### src/rtl/bus_arbiter.sv
// rtl/bus_arbiter.sv - Two-master, three-slave round-robin bus arbiter with ownership watchdog.
module bus_arbiter #(
    parameter int TIMEOUT = 4095,
    parameter int CNT_W   = 12
) (
    input  logic       clk,
    input  logic       reset,
    input  logic       approval_request_m1,
    input  logic [1:0] slave_select_m1,
    input  logic       approval_request_m2,
    input  logic [1:0] slave_select_m2,
    input  logic       slave_ready_s1,
    input  logic       slave_ready_s2,
    input  logic       slave_ready_s3,
    output logic       approval_grant_m1,
    output logic       approval_grant_m2,
    output logic       master_sel,
    output logic [1:0] slave_sel,
    output logic       bus_busy,
    output logic       timeout
);

    typedef enum logic [1:0] {IDLE, OWN_M1, OWN_M2, TURN} state_t;

    localparam logic [CNT_W-1:0] TIMEOUT_CNT = CNT_W'(TIMEOUT);

    state_t           state, state_nxt;
    logic [CNT_W-1:0] cnt, cnt_nxt;
    logic             last_m2, last_m2_nxt;
    logic             master_sel_nxt;
    logic [1:0]       slave_sel_nxt;
    logic             timeout_nxt;
    logic             grant_m1_nxt, grant_m2_nxt;
    logic [3:0]       ready_vec;
    logic             elig_m1, elig_m2;

    // Index 3 is the invalid select; tying it low makes such a request never eligible.
    assign ready_vec = {1'b0, slave_ready_s3, slave_ready_s2, slave_ready_s1};
    assign elig_m1   = approval_request_m1 && ready_vec[slave_select_m1];
    assign elig_m2   = approval_request_m2 && ready_vec[slave_select_m2];

    always_comb begin
        state_nxt      = state;
        cnt_nxt        = cnt;
        last_m2_nxt    = last_m2;
        master_sel_nxt = master_sel;
        slave_sel_nxt  = slave_sel;
        timeout_nxt    = 1'b0;
        case (state)
            IDLE: begin
                if (elig_m1 && (!elig_m2 || last_m2)) begin
                    state_nxt      = OWN_M1;
                    master_sel_nxt = 1'b0;
                    slave_sel_nxt  = slave_select_m1;
                    cnt_nxt        = '0;
                end else if (elig_m2) begin
                    state_nxt      = OWN_M2;
                    master_sel_nxt = 1'b1;
                    slave_sel_nxt  = slave_select_m2;
                    cnt_nxt        = '0;
                end
            end
            OWN_M1: begin
                if (!approval_request_m1) begin
                    state_nxt   = TURN;
                    last_m2_nxt = 1'b0;
                end else if (cnt == TIMEOUT_CNT) begin
                    state_nxt   = TURN;
                    last_m2_nxt = 1'b0;
                    timeout_nxt = 1'b1;
                end else begin
                    cnt_nxt = cnt + 1'b1;
                end
            end
            OWN_M2: begin
                if (!approval_request_m2) begin
                    state_nxt   = TURN;
                    last_m2_nxt = 1'b1;
                end else if (cnt == TIMEOUT_CNT) begin
                    state_nxt   = TURN;
                    last_m2_nxt = 1'b1;
                    timeout_nxt = 1'b1;
                end else begin
                    cnt_nxt = cnt + 1'b1;
                end
            end
            TURN:    state_nxt = IDLE;
            default: state_nxt = IDLE;
        endcase
        grant_m1_nxt = (state_nxt == OWN_M1);
        grant_m2_nxt = (state_nxt == OWN_M2);
    end

    // Pointer resets to "m2 served last" so m1 takes the first tie.
    always_ff @(posedge clk or negedge reset) begin
        if (!reset) begin
            state             <= IDLE;
            cnt               <= '0;
            last_m2           <= 1'b1;
            approval_grant_m1 <= 1'b0;
            approval_grant_m2 <= 1'b0;
            master_sel        <= 1'b0;
            slave_sel         <= 2'b00;
            bus_busy          <= 1'b0;
            timeout           <= 1'b0;
        end else begin
            state             <= state_nxt;
            cnt               <= cnt_nxt;
            last_m2           <= last_m2_nxt;
            approval_grant_m1 <= grant_m1_nxt;
            approval_grant_m2 <= grant_m2_nxt;
            master_sel        <= master_sel_nxt;
            slave_sel         <= slave_sel_nxt;
            bus_busy          <= grant_m1_nxt | grant_m2_nxt;
            timeout           <= timeout_nxt;
        end
    end

endmodule
### config.mk
export PLATFORM = sky130hd
export DESIGN_NAME = bus_arbiter
export DESIGN_NICKNAME = d
export VERILOG_FILES = /design/src/rtl/bus_arbiter.sv
export SDC_FILE = /design/constraint.sdc
export NUM_CORES = 1
export LEC_CHECK = 0
export ABC_AREA = 1
export CORE_MARGIN = 3
export CORE_UTILIZATION = 49
export CTS_BUF_LIST = sky130_fd_sc_hd__clkbuf_4 sky130_fd_sc_hd__clkbuf_8 sky130_fd_sc_hd__clkbuf_16
export DETAILED_ROUTE_END_ITERATION = 12
export PLACE_DENSITY_LB_ADDON = 0.15
export SYNTH_ARGS = -nofsm -noshare
export SYNTH_HDL_FRONTEND = slang
export SYNTH_SLANG_ARGS = --single-unit
export TNS_END_PERCENT = 100
### constraint.sdc
create_clock -name clk -period 1.58 [get_ports clk]
set_input_delay 0.316 -clock clk [delete_from_list [all_inputs] [get_ports clk]]
set_output_delay 0.316 -clock clk [all_outputs]
set_load 0.1 [all_outputs]
======== After elaboration in Yosys (flattened, before gate mapping) ========
Index checks and enable logic that the tools add are counted.
storage, ports and cells
  bits in registers ....................... 22
  input bits .............................. 11
  word-level logic and storage cells ...... 65
cells by class
  add/subtract/negate cells ............... 1
  magnitude comparators ................... 2
  equality and inequality tests ........... 11
  muxes and demuxes ....................... 29
  bitwise operators ....................... 1
  reductions and logical operators ........ 12
operators with widths
  cell                                                        count
  two-way mux 12 bit                                          5
  case mux 12 bit (3 select lines)                            1
  two-way mux 2 bit                                           7
  adder 12 x 1 -> 12 bit, second input constant               1
  == test 12 bit, second input constant                       1
  two-way mux 1 bit                                           11
  inequality test 3 bit, second input constant                3
  case mux 2 bit (4 select lines)                             1
  == test 2 bit, second input constant                        3
  less-than comparator 2 x 3 -> 1 bit, second input constant  2
  binary-select mux 1 bit (select 2 bit)                      2
  == test 2 x 1 -> 1 bit, second input constant               2
  inequality test 2 bit, second input constant                2
  case mux 1 bit (2 select lines)                             2
  AND reduction 4 bit                                         1
  nonzero test 2 bit                                          2
  logical AND 1 bit                                           3
  AND reduction 3 bit                                         1
  nonzero test 3 bit                                          1
  logical NOT 2 bit                                           1
  AND reduction 2 bit                                         1
  logical NOT 1 bit                                           1
  logical OR 1 bit                                            1
  bitwise OR 1 bit                                            1

======== Depth between registers and ports, before layout ========
Gate-level depths: netlist of the first run.
  depth after elaboration ................. 10
  mapped depth ............................ 11
  gate-level depth less buffers ........... 11

======== Least setup slack after synthesis of the first run ========
OpenSTA, ideal clock, no wires.
  path kind ............................... register to register
  start ................................... register cnt[0]
  end ..................................... register bus_busy
  setup time .............................. 113 ps
  arrival ................................. 1503 ps
  setup slack ............................. -36 ps
  cell stages (with the launch flop) ...... 11
  period minus slack after synthesis ...... 1616 ps
  path through ............................ dfrtp_1 ha_1 nand2_1 nor2_4 nand3_1 nand3_1 nand2_1 nand2_1 and2_1 ha_1 inv_1
on the way
  cells in the longest elaborated chain, start to end .. 6
  elaborated cells between the ends (all ways) .. 8
ends and longest elaborated chain
  what                                                     line    text
  start: declaration                                       28      logic [CNT_W-1:0] cnt, cnt_nxt;
  start signal: assignment                                 108     cnt <= cnt_nxt;
  == test 12 bit (*)                                       67, 79
  two-way mux 2 bit (*)                                    67, 79
  two-way mux 2 bit, on equally long branches              76, 64
  case mux 2 bit (4 select lines) (*)                      49      case (state)
  == test 2 x 1 -> 1 bit or == test 2 bit (tied branches)  90, 91
  bitwise OR 1 bit (*)                                     114     bus_busy <= grant_m1_nxt | grant_m2_nxt;
  end signal: assignment                                   114
  end: declaration                                         19      output logic bus_busy,
Every way passes the cells marked *; elsewhere a longest branch is shown, timed or not.
A chain may end at the register's enable or synchronous reset.

======== Worst setup path after layout of the first run ========
  start ................................... register state[0]
  end ..................................... register bus_busy
on the way
  cells in the longest elaborated chain, start to end .. 5
  elaborated cells between the ends (all ways) .. 13
ends and longest elaborated chain
  what                                                     line        text
  start: declaration                                       27          state_t state, state_nxt;
  start signal: assignment                                 107         state <= state_nxt;
  two-way mux 2 bit, on equally long branches              67, 79, 56
  two-way mux 2 bit, on equally long branches              76, 51, 64
  case mux 2 bit (4 select lines) (*)                      49
  == test 2 x 1 -> 1 bit or == test 2 bit (tied branches)  90, 91
  bitwise OR 1 bit (*)                                     114
Marks and branches as above.

==> results.ini, run 1 <==
[status]
outcome = finished, violations left
violations = setup timing

[grt]
grt_overflow_total = 0
grt_usage_pct = 20.7
grt_use_met3_pct = 2.34
grt-busiest-layer = met2
grt_max_degree = 25
grt_pass1_vias = 1401
grt_pass1_wl_um = 5680
use_met2_pct = 38.1
use_met1_pct = 23.1
antenna_found_initial = 0

[cts]
hold_buffers = 0
numCtsBuffers = 3
root_buffer = clkbuf_4
clockBufferDepth = 2
cts_tree = yes
insertion_delay_ns = 0.31
h-tree-depth = 1
clkTransAtPathRegs_ns = 0.12
clkSinkCount = 22

[floorplan]
die_w_um = 60.4
core_um2 = 2780
fp.dieH_um = 60.4
ios = 18
initial_core_util_pct = 52.2
row_count = 19
die_area_um2 = 3650

[logic_synthesis]
synth_flop_cell = dfrtp_1
synth.distinct_cells = 27
synth_top_area_share_pct = 36.2
synthArstFlopShare_pct = 100
ys_seq_area_share_pct = 38.0
yosysWarnings = 0
synthTopCellsByCount = 55 x nand2_1, 21 x dfrtp_1, 21 x inv_1, 20 x nand3_1, 10 x nor2_1
synth_area_um2 = 1450
synth_largest_area_cell = dfrtp_1
synth_most_common_cell = nand2_1
syn-num-nets = 206
synth_seq_cells = 22
synth_area_leaders = dfrtp_1 36%, nand2_1 14%, nand3_1 6.9%, ha_1 6.0%, inv_1 5.4%
synth_cells = 188
synth-edff-count = 0
avgSynthCellArea_um2 = 7.73

[routing]
viasPerCell = 5.35
vias = 1438
initialDrtViolationCount = 39
drt_wl_total_um = 3720
first_pass_iters = 4
routedWlPerCell_um = 13.8
ant_nets = 0
drc = 0

[finish]
fin_util_pct = 75.5
n_fill_cell = 203
nNetsFinal = 257
antenna_cells = 0
syn_to_final_growth_pct = 44.5
drive_above_1_share_pct = 35.7

[timing]
slew_headroom_pct = 80.5
drv_slew = 0
finalCritPeriodShare_pct = 103
rsz0062_at_grt = yes
tightestPinTransition_ns = 0.292
min_period_ns = 1.63
clock_skew_ns = 0.00651
hold_viol_final = 0
fmax_mhz = 614
finalSetupViolCount = 3
fin_ws_ns = -0.0499

[critical_path]
timing_worst_setup_path_type = flip-flop to flip-flop
critPathArrivalTime_ns = 1.85
cp_max_fo = 5
worstPathRequired_ns = 1.80
cp-end-kind = flip-flop
cp-start-kind = flip-flop
rr_startpoint = state[0]
cp-startpoint = state[0]

[pwr]
p_sw_mw = 1.81
seqPwrFrac_pct = 22.1
powerDensity_nw_per_um2 = 1820
p_int_mw = 2.01
p_leak_nw = 1.01
ir_drop_v = 0.00231
power_mw = 3.82
comb_power_share_pct = 70.3
p_sw_share_pct = 47.4
pwr-share-clk_pct = 7.6

[hold_path]
hp-class = input pin to asynchronous set/reset pin

[placed_design]
dpl.hpwl_um = 2500
io_buffers = 17
gp_congestion = 0.852

[job]
maxCapViolations = 0

==> power groups by stage <==
stage | sequential (mW) | clock (mW) | combinational [mW]
floorplan | 1.31 | 0 | 0.966
global placement | 0.837 | 0 | 2.21
detailed placement | 0.849 | 0 | 2.24
CTS | 0.833 | 0.297 | 2.28
global route | 0.866 | 0.316 | 2.87
finish | 0.844 | 0.290 | 2.69
==> critical path, stage by stage (launching register included) <==
cell	delay [ns]
dfrtp_1	0.43
inv_2	0.09
ha_2	0.21
buf_4	0.14
nand4_1	0.15
nand4_1	0.12
nand2_1	0.08
ha_1	0.28
inv_1	0.03
==> cell type report <==
cell class	instances	area (um2)	share of cell area (%)
inverter	22	82.6	3.93
tap	31	38.8	1.85
timing repair buffer	49	539	25.7
sequential	22	552	26.3
clock buffer	4	30.0	1.43
multi-input combinational	141	857	40.8
==> through the flow <==
stage / cell area [um2] / TNS [ns] / std cells / hold slack, ns / worst slack, ns
5_1_grt: 2100 / -0.902 / 269 / 0.344 / -0.117
6_report: 2100 / -0.0644 / 269 / 0.337 / -0.0499
4_1_cts: 1980 / 0 / 266 / 0.346 / 0.0126
3_5_place_dp: 1930 / -3.82 / 261 / 0.477 / -0.330
3_3_place_gp: 1930 / -3.37 / 261 / 0.490 / -0.281
2_1_floorplan: 1460 / 0 / 188 / 0.0204 / 0.000378
==> registers in the layout, indices dropped and copies added (netlist names) <==
register and count:
cnt 12, slave_sel 2, state 2, approval_grant_m1 1
approval_grant_m2 1, bus_busy 1, last_m2 1, master_sel 1
timeout 1
==> logic make-up (layout without fill, tap and decap cells) <==
family,Yosys count,in the layout,share of synthesized area (%)
buffers and inverters,25,75,7.49
AND/OR/NAND/NOR,108,108,37.1
adder cells (fa/ha/maj),7,7,6.03
AO/OA/AOI/OAI,26,26,11.4
flip-flops,22,22,38.0
==> worst paths after layout <==
path / endpoint / slack (ns) / cells after the start
max in group asynchronous: last_m2 / 0.95 / 2
hold reg to reg: last_m2 / 0.50 / 2
min in group clk: slave_sel[1] / 0.34 / 3
setup / recovery: bus_busy / -0.05 / 8
setup reg to reg: bus_busy / -0.05 / 8
hold / removal: slave_sel[1] / 0.34 / 2
==> placed cells by master (no fill, tap or decap), drive strengths merged <==
cell	Yosys	final
a21oi	7	7
ha	7	7
dlymetal6s2s	0	2
and2	2	2
dfstp	1	1
a21boi	1	1
nor2	14	14
dfrtp	21	21
nand3	22	22
nand3b	4	4
inv	22	22
nand2	56	56
nor3b	1	1
clkbuf	1	6
o21bai	1	1
buf	2	37
nand4	7	7
o21ai	17	17
or2	2	2
dlygate4sd2	0	1
clkdlybuf4s50	0	7
==> routing by layer <==
layer  wire length [um]  up-vias
li1                   -      717
met1               1500      678
met2               1990       35
met3                168        8
met4                 71        0
met5                  0        -
==> what timing repair did <==
item,CTS,global route
gates resized for setup,4,22
buffers inserted,1,0
setup endpoints to repair,5,16
gates cloned,0,3
pin swaps,1,2
(Power assumes the default switching activity.)
==> inputs of run 2 (changes only) <==
Settings changed: CORE_ASPECT_RATIO set to 2.
==> run 2 against run 1 <==
- first-iteration DRC count is 72% higher
- critical path depth is 1 higher
- sequential cell count stayed put
- total power is 16% higher
- clock power is 83% higher
- maximum frequency is 2.1% lower
- sequential power is 2.6% higher
- largest cell class unchanged
- the run still ends with setup timing left
- die area is 1.1% higher
==> results.ini, run 2 (same netlist as run 1, synthesis figures left out) <==
[routing]
routedWlPerCell_um = 15.3  ; +11%
drc = 0  ; unchanged
viasPerCell = 5.51  ; +3.0%
initialDrtViolationCount = 67  ; +72%
first_pass_iters = 4  ; unchanged
drt_wl_total_um = 4260  ; +14%
vias = 1531  ; +6.5%
ant_nets = 0  ; unchanged

[finish]
layout_common_cells = 41 x nand2_1, 39 x buf_4, 17 x nand3_1, 17 x dfrtp_1, 16 x inv_1
nNetsFinal = 268  ; +4.3%
drive_above_1_share_pct = 45.0  ; +9.3 points
antenna_cells = 0  ; unchanged
n_fill_cell = 161  ; -21%
largest-register = cnt
largest_register_ffs = 12  ; unchanged
final_common_cell = nand2_1
syn_to_final_growth_pct = 60.8
largestRegisters = cnt (12), slave_sel (2), state (2)
fin_util_pct = 83.3  ; +7.8 points

[timing]
fin_ws_ns = -0.0844  ; -0.0346 ns
finalCritPeriodShare_pct = 105  ; +2.2 points
clock_skew_ns = 0.00538  ; -0.00113 ns
tightestPinTransition_ns = 0.299  ; +0.00644 ns
finalSetupViolCount = 13  ; +10
fmax_mhz = 601  ; -2.1%
drv_slew = 0  ; unchanged
min_period_ns = 1.66  ; +0.0346 ns
hold_viol_final = 0  ; unchanged
rsz0062_at_grt = yes
slew_headroom_pct = 80.1  ; -0.43 points
fin_tns_setup_ns = -0.739  ; -0.674 ns

[pwr]
powerDensity_nw_per_um2 = 1910  ; +4.7%
power_mw = 4.45  ; +16%
p_leak_nw = 1.14  ; +13%
ir_drop_v = 0.00136  ; -41%

[critical_path]
cp-start-kind = flip-flop
worstPathRequired_ns = 1.73  ; -0.07 ns
critPathArrivalTime_ns = 1.82  ; -0.03 ns
cp-end-kind = flip-flop
regToRegSetupSlack_ns = -0.08  ; -0.03 ns
rr_startpoint = state[0]
rr_worst_depth = 9  ; +1
timing_worst_setup_path_type = flip-flop to flip-flop
rr_endpoint = cnt[8]
cp_max_fo = 12  ; +7

[grt]
grt_usage_pct = 25.4  ; +4.7 points
grt_pass1_vias = 1663  ; +19%
antenna_found_initial = 0  ; unchanged
grt_overflow_total = 0  ; unchanged
grt_max_degree = 23  ; -8.0%
grt_pass1_wl_um = 7160  ; +26%

[cts]
clkSinkCount = 22  ; unchanged
clkTransAtPathRegs_ns = 0.09  ; -0.03 ns
cts_tree = yes
numCtsBuffers = 3  ; unchanged
clockBufferDepth = 2  ; unchanged
insertion_delay_ns = 0.27  ; -0.04 ns
hold_buffers = 0  ; unchanged
root_buffer = clkbuf_8
h-tree-depth = 1  ; unchanged

[floorplan]
fp.dieH_um = 83  ; +37%
row_count = 27  ; +8
ios = 18  ; unchanged
die_w_um = 44.5  ; -26%
core_um2 = 2800  ; +0.81%
die_area_um2 = 3690  ; +1.1%
initial_core_util_pct = 51.8  ; -0.42 points

[hold_path]
hp-class = input pin to asynchronous set/reset pin

[placed_design]
gp_congestion = 0.864  ; +1.5%
io_buffers = 17  ; unchanged
dpl.hpwl_um = 2700  ; +8.1%
pre_cts_slack_ns = -0.309  ; +0.0213 ns

[job]
maxCapViolations = 0  ; unchanged

[status]
violations = setup timing
outcome = finished, violations left

[run 2: worst max-delay path by stage]
| stage | cells past startpoint | from | endpoint |
|---|---|---|---|
| floorplan | 10 | cnt[0] | bus_busy |
| global placement | 10 | approval_request_m1 | bus_busy |
| detailed placement | 11 | slave_select_m2[0] | bus_busy |
| CTS | 9 | state[0] | cnt[8] |
| global route | 11 | slave_ready_s2 | bus_busy |
| finish | 9 | state[0] | cnt[8] |
[run 2: layout make-up]
class / count / area (um2) / share of cell area, %
clock buffer: 3 / 41.3 / 1.77
clock inverter: 1 / 30.0 / 1.29
inverter: 22 / 82.6 / 3.54
multi-input combinational: 141 / 967 / 41.4
sequential: 22 / 557 / 23.8
tap: 29 / 36.3 / 1.55
timing repair buffer: 60 / 622 / 26.6
[run 2: metal layers]
layer / wire, um / GRT usage (%) / up-vias
met5: 0 / 0 / -
met4: 95 / 13.7 / 0
met3: 155 / 3.25 / 8
met2: 2530 / 46.8 / 47
met1: 1470 / 24.9 / 735
li1: - / - / 741
[run 2: report_power, final]
part           leakage [nW]  internal, mW  switching, mW  total [mW]
combinational         0.821          1.32           1.73        3.05
clock                0.0357         0.339          0.193       0.532
sequential            0.283         0.726          0.141       0.866
[run 2: stage by stage]
stage                     hold slack [ns]  cells  cell area [um2]
final                               0.399    278             2340
after floorplan                    0.0204    188             1460
after CTS                           0.406    275             2240
after global placement              0.504    267             1990
after detailed placement            0.501    267             1990
after global routing                0.415    278             2340
[run 2: repair_timing]
item | in CTS | in global routing
gates resized for setup | 34 | 21
pin swaps | 2 | 4
setup buffers | 2 | 3
gates cloned | 2 | 0
setup endpoints to repair | 13 | 18
[run 2: worst max-delay path: stages (launching register included)]
cell,delay [ns]
dfrtp_2,0.45
buf_6,0.13
ha_4,0.15
inv_2,0.05
nor2_2,0.04
nor3b_4,0.22
nand3_4,0.18
buf_16,0.21
nand2_2,0.05
o21ai_1,0.06
==> inputs of run 3 (changes only) <==
Settings changed: ABC_CLOCK_PERIOD_IN_PS set to 1580.
==> results of run 3 <==
Same layout as run 2: the final DEF is identical, and so are final timing and power.
